### config.mk
export PLATFORM = sky130hd
export DESIGN_NAME = rib_rr_xbar
export DESIGN_NICKNAME = d
export VERILOG_FILES = /design/src/rtl/rib_rr_xbar.sv
export SDC_FILE = /design/constraint.sdc
export NUM_CORES = 1
export LEC_CHECK = 0
export BUFFER_PORTS_ARGS = -buffer_cell sky130_fd_sc_hd__buf_2
export CORE_AREA = 2 2 392 394
export DETAILED_ROUTE_END_ITERATION = 16
export DIE_AREA = 0 0 394 396
export PLACE_DENSITY = 0.3
export SLEW_MARGIN = 0
export SYNTH_ARGS = -nofsm -noshare
export SYNTH_HDL_FRONTEND = slang
export SYNTH_SLANG_ARGS = --single-unit
### constraint.sdc
create_clock -name clk -period 4.2 [get_ports clk]
set_input_delay 0.42 -clock clk [delete_from_list [all_inputs] [get_ports clk]]
set_output_delay 0.42 -clock clk [all_outputs]
set_load 0.005 [all_outputs]
### src/rtl/rib_rr_xbar.sv
// NUM_M x NUM_S bus crossbar with registered round-robin ownership, bounded hold
// time, and a one-cycle error pulse for granted accesses to unmapped slaves.
module rib_rr_xbar #(
  parameter int NUM_M    = 4,
  parameter int NUM_S    = 6,
  parameter int AW       = 32,
  parameter int DW       = 32,
  parameter int SEL_MSB  = 31,
  parameter int SEL_LSB  = 28,
  parameter int MAX_HOLD = 16,
  parameter int FETCH_M  = 1
) (
  input  logic                clk,
  input  logic                rst_n,
  input  logic [NUM_M*AW-1:0] m_addr_i,
  input  logic [NUM_M*DW-1:0] m_data_i,
  output logic [NUM_M*DW-1:0] m_data_o,
  input  logic [NUM_M-1:0]    m_req_i,
  input  logic [NUM_M-1:0]    m_we_i,
  output logic [NUM_M-1:0]    m_gnt_o,
  output logic [NUM_S*AW-1:0] s_addr_o,
  output logic [NUM_S*DW-1:0] s_data_o,
  input  logic [NUM_S*DW-1:0] s_data_i,
  output logic [NUM_S-1:0]    s_we_o,
  output logic                hold_flag_o,
  output logic                err_o,
  output logic [AW-1:0]       err_addr_o
);

  localparam int OW = $clog2(NUM_M);
  localparam int SW = SEL_MSB - SEL_LSB + 1;
  localparam int CW = (MAX_HOLD > 0) ? $clog2(MAX_HOLD + 1) : 1;

  logic [OW-1:0] owner, owner_nxt, pick;
  logic          own_vld, own_vld_nxt;
  logic [CW-1:0] cnt, cnt_nxt;
  logic          owner_req, others_req, gnt_any, sel_ok, preempt;
  logic [AW-1:0] g_addr, g_addr_z;
  logic [DW-1:0] g_data, rdata;
  logic          g_we;
  logic [SW-1:0] sel;

  function automatic logic [CW-1:0] sat_inc(input logic [CW-1:0] v);
    if (int'(v) < MAX_HOLD) return v + CW'(1);
    return v;
  endfunction

  // Round-robin search starting just after the owner; the owner itself ranks last.
  always_comb begin
    int best;
    int d;
    pick = owner;
    best = NUM_M;
    d    = 0;
    for (int k = 0; k < NUM_M; k++) begin
      if (m_req_i[k]) begin
        d = (k + NUM_M - int'(owner) - 1) % NUM_M;
        if (d < best) begin
          best = d;
          pick = OW'(k);
        end
      end
    end
  end

  assign owner_req  = m_req_i[owner];
  assign others_req = |(m_req_i & ~(NUM_M'(1) << owner));
  assign gnt_any    = own_vld & owner_req;

  // Stage 0: combinational routing of the owning master to the slaves
  always_comb begin
    g_addr = '0;
    g_data = '0;
    g_we   = 1'b0;
    for (int k = 0; k < NUM_M; k++) begin
      if (owner == OW'(k)) begin
        g_addr = m_addr_i[k*AW +: AW];
        g_data = m_data_i[k*DW +: DW];
        g_we   = m_we_i[k];
      end
    end
  end

  assign sel    = g_addr[SEL_MSB:SEL_LSB];
  assign sel_ok = int'(sel) < NUM_S;

  always_comb begin
    g_addr_z                  = g_addr;
    g_addr_z[SEL_MSB:SEL_LSB] = '0;
    rdata    = '0;
    s_we_o   = '0;
    m_gnt_o  = '0;
    m_data_o = '0;
    for (int s = 0; s < NUM_S; s++) begin
      s_addr_o[s*AW +: AW] = g_addr_z;
      s_data_o[s*DW +: DW] = g_data;
      if (gnt_any && sel_ok && int'(sel) == s) begin
        s_we_o[s] = g_we;
        rdata     = s_data_i[s*DW +: DW];
      end
    end
    for (int k = 0; k < NUM_M; k++) begin
      if (gnt_any && owner == OW'(k)) begin
        m_gnt_o[k]           = 1'b1;
        m_data_o[k*DW +: DW] = rdata;
      end
    end
  end

  assign hold_flag_o = m_req_i[FETCH_M] & ~m_gnt_o[FETCH_M];

  // An owner drop takes precedence: preemption only matters while the owner still requests.
  assign preempt = others_req && (MAX_HOLD != 0) && (int'(cnt) >= MAX_HOLD - 1);

  always_comb begin
    own_vld_nxt = own_vld;
    owner_nxt   = owner;
    cnt_nxt     = cnt;
    if (own_vld) begin
      if (owner_req) begin
        if (preempt) begin
          owner_nxt = pick;
          cnt_nxt   = '0;
        end else begin
          cnt_nxt = sat_inc(cnt);
        end
      end else if (others_req) begin
        owner_nxt = pick;
        cnt_nxt   = '0;
      end else begin
        own_vld_nxt = 1'b0;
      end
    end else if (|m_req_i) begin
      own_vld_nxt = 1'b1;
      owner_nxt   = pick;
      cnt_nxt     = '0;
    end
  end

  // Stage 1: ownership state and registered error report
  always_ff @(posedge clk) begin
    if (!rst_n) begin
      owner      <= OW'(FETCH_M);
      own_vld    <= 1'b1;
      cnt        <= '0;
      err_o      <= 1'b0;
      err_addr_o <= '0;
    end else begin
      owner   <= owner_nxt;
      own_vld <= own_vld_nxt;
      cnt     <= cnt_nxt;
      err_o   <= gnt_any & ~sel_ok;
      if (gnt_any && !sel_ok) err_addr_o <= g_addr;
    end
  end

endmodule

==> impl_metrics.ini <==
[critical_path]
crit_fanout = 11
critPathRequiredTime_ns = 3.78
worst-setup-path-type = reg -> out
crit_arrival_ns = 3.60
cp-start-kind = register
crit_path_end_kind = output port

[yosys]
synth-edff-count = 0
syn_area_um2 = 9230
yosysWarnings = 0
synth_ff_type = dfxtp_1
async_flop_share = 0
netlist_instances = 1448
synthDistinctLibCells = 60
avgSynthCellArea_um2 = 6.37
synth_seq_cells = 41
ys_seq_area_frac = 0.0889

[clock_network]
insertion_delay_ns = 0.32
cts_tree = done
htreeDepth = 2
cts_buffers = 5
cts_num_sinks = 41
root_buffer = clkbuf_16
clk_path_buf_depth = 2
path_clk_slew_ns = 0.07

[die]
die_w_um = 394
num_rows = 143
dieArea_um2 = 156000
ios = 1014
chipHeight_um = 396
initial_core_util = 0.0609
core_area_um2 = 152000

[global_routing]
antenna_found_initial = 34
grt_max_degree = 106
grtUsageTotal = 0.0952
grt_pass1_wl_um = 104000
first_global_vias = 12037
overflow = 0

[routing]
routed_wl_um = 80000
dr.pass1.iters = 6
avgViaCountPerCell = 3.06
num_vias = 12718
postRouteAntennaNets = 0
drc_errors = 0
wire_per_inst_um = 19.3
dr.first_iter.drc_count = 865

[timing]
fmax_ghz = 0.248
relSlewSlack = 0.290
layout_min_cycle_time_ns = 4.02
fin_ws_ns = 0.176
grt_setup_unrepaired = true
skew_ns = 0.0119
fin_tns_setup_ns = 0
layout_worst_path_cycle_share = 0.958
setup_violations = 0
worstMarginPinSlew_ns = 1.06
finalHoldViolations = 0
drv_slew = 0

[layout]
layout-drive-gt1-share = 0.541
nets = 2583
syn_to_final_growth_pct = 62.7
mostFrequentLayoutCells = buf_2, nand2_1, a21oi_1, nor3_1, buf_4
final_area_um2 = 15000
layout_commonest_cell = buf_2

[power]
leakage_uw = 0.00722
p_per_area_nw_per_um2 = 915
ir_drop_mv = 0.421

[placement]
dp_hpwl_um = 69700
routabilityCongestion = 0.835
io_buffers = 989
pre_cts_ws_ns = 0.287
postPlaceCellArea_um2 = 14700

[run_status]
status = finished, final reports clean

[hold_path]
hp-class = in -> reg

[flow_run]
cap_violations = 0
## Yosys cell counts (all sizes together), types with 2 or more instances
cell     number  area share
buf         395        0.31
a22oi        33       0.027
nor3         95       0.052
and2          3      0.0020
ha           17       0.023
conb          2     0.00081
a211oi        4      0.0038
nor3b         6      0.0049
nand2       237       0.096
a21boi        2      0.0016
o31ai        28       0.023
or2           2      0.0014
nor2b        34       0.023
or3           8      0.0054
nand3        30       0.016
o221ai        2      0.0019
o21ai        46       0.025
nand3b        2      0.0016
nor2         88       0.036
o22ai         4      0.0027
a31oi         6      0.0041
o32ai        16       0.015
o21a          3      0.0024
a221oi       31       0.031
o211ai       20       0.016
clkbuf       61       0.025
a32oi        14       0.013
nand2b       11      0.0075
a221o        17       0.018
o2111ai       2      0.0026
dfxtp        41       0.089
mux2i        17       0.018
nand4         2      0.0014
a21oi       141       0.076
inv          14      0.0057
## registers in the layout (all words and copies together), names as in the netlist
register,cells
own_vld,1
owner,2
err_o,1
err_addr_o,32
cnt,5
## final timing paths
path / start / to / slack [ns] / cells past startpoint
worst max-delay path: owner[0] / m_data_o[46] / 0.18 / 13
worst min-delay path: rst_n / own_vld / 0.40 / 2
worst max register to register: owner[1] / owner[0] / 0.45 / 20
worst min register to register: err_addr_o[29] / err_addr_o[29] / 0.47 / 2
## kinds of logic (layout without fill, tap and decap cells)
family	Yosys count	in the layout	synth area share
adder cells (fa/ha/maj)	17	17	0.0230
AND/OR/NAND/NOR	523	523	0.252
XOR/XNOR	1	1	0.000949
AO/OA/AOI/OAI	375	375	0.270
multiplexers	19	19	0.0221
flip-flops	41	41	0.0889
buffers and inverters	470	1107	0.342
other	2	40	0.000814
## stage by stage
stage                     instances  utilization  power, uW  hold WS [ns]
final                          4153       0.0991      13700         0.404
after global placement         4124       0.0969      13500         0.450
after global routing           4142       0.0989      14900         0.392
after floorplan                1472            -       9130         0.453
after CTS                      4133       0.0981      14000         0.376
after detailed placement       4124       0.0969      13500         0.455
## critical path, stage by stage, from the launching register on
cell and delay (ns):
dfxtp_2 0.36, inv_1 0.09, buf_4 0.15, ha_1 0.28, nor2b_4 0.31, a221oi_4 0.13
buf_4 0.17, nor2_4 0.33, buf_4 0.20, mux2i_1 0.37, buf_4 0.23, a221o_1 0.38
a21oi_1 0.12, buf_2 0.15
## layout make-up
class                           count  area [um2]
Multi-Input combinational cell    961        5620
Clock buffer                        7         143
Inverter                           14        52.6
Timing Repair Buffer             1085        5770
Clock inverter                      1        30.0
Tap cell                         2030        2540
Antenna cell                       14        35.0
Sequential cell                    41         822
Fill cell                       18061      137000
## repair_timing
action	in CTS	in global routing
setup buffers	1	6
hold buffers	0	0
endpoints found under the setup margin	13	37
pin swaps	0	1
gates resized for setup	2	11
## routing by layer
| layer | up-vias | global-route usage | routed length [um] |
|---|---|---|---|
| li1 | 6037 | - | - |
| met1 | 5938 | 0.122 | 34200 |
| met2 | 656 | 0.161 | 38200 |
| met3 | 73 | 0.0241 | 6040 |
| met4 | 14 | 0.0174 | 1510 |
| met5 | - | 0 | 85 |
## report_power, final
group | total (uW) | switching, uW | internal (uW)
Combinational | 12600 | 7980 | 4610
Sequential | 632 | 81.2 | 551
Clock | 509 | 210 | 299
Total | 13700 | 8270 | 5460
Power figures use the tool's default switching activity.
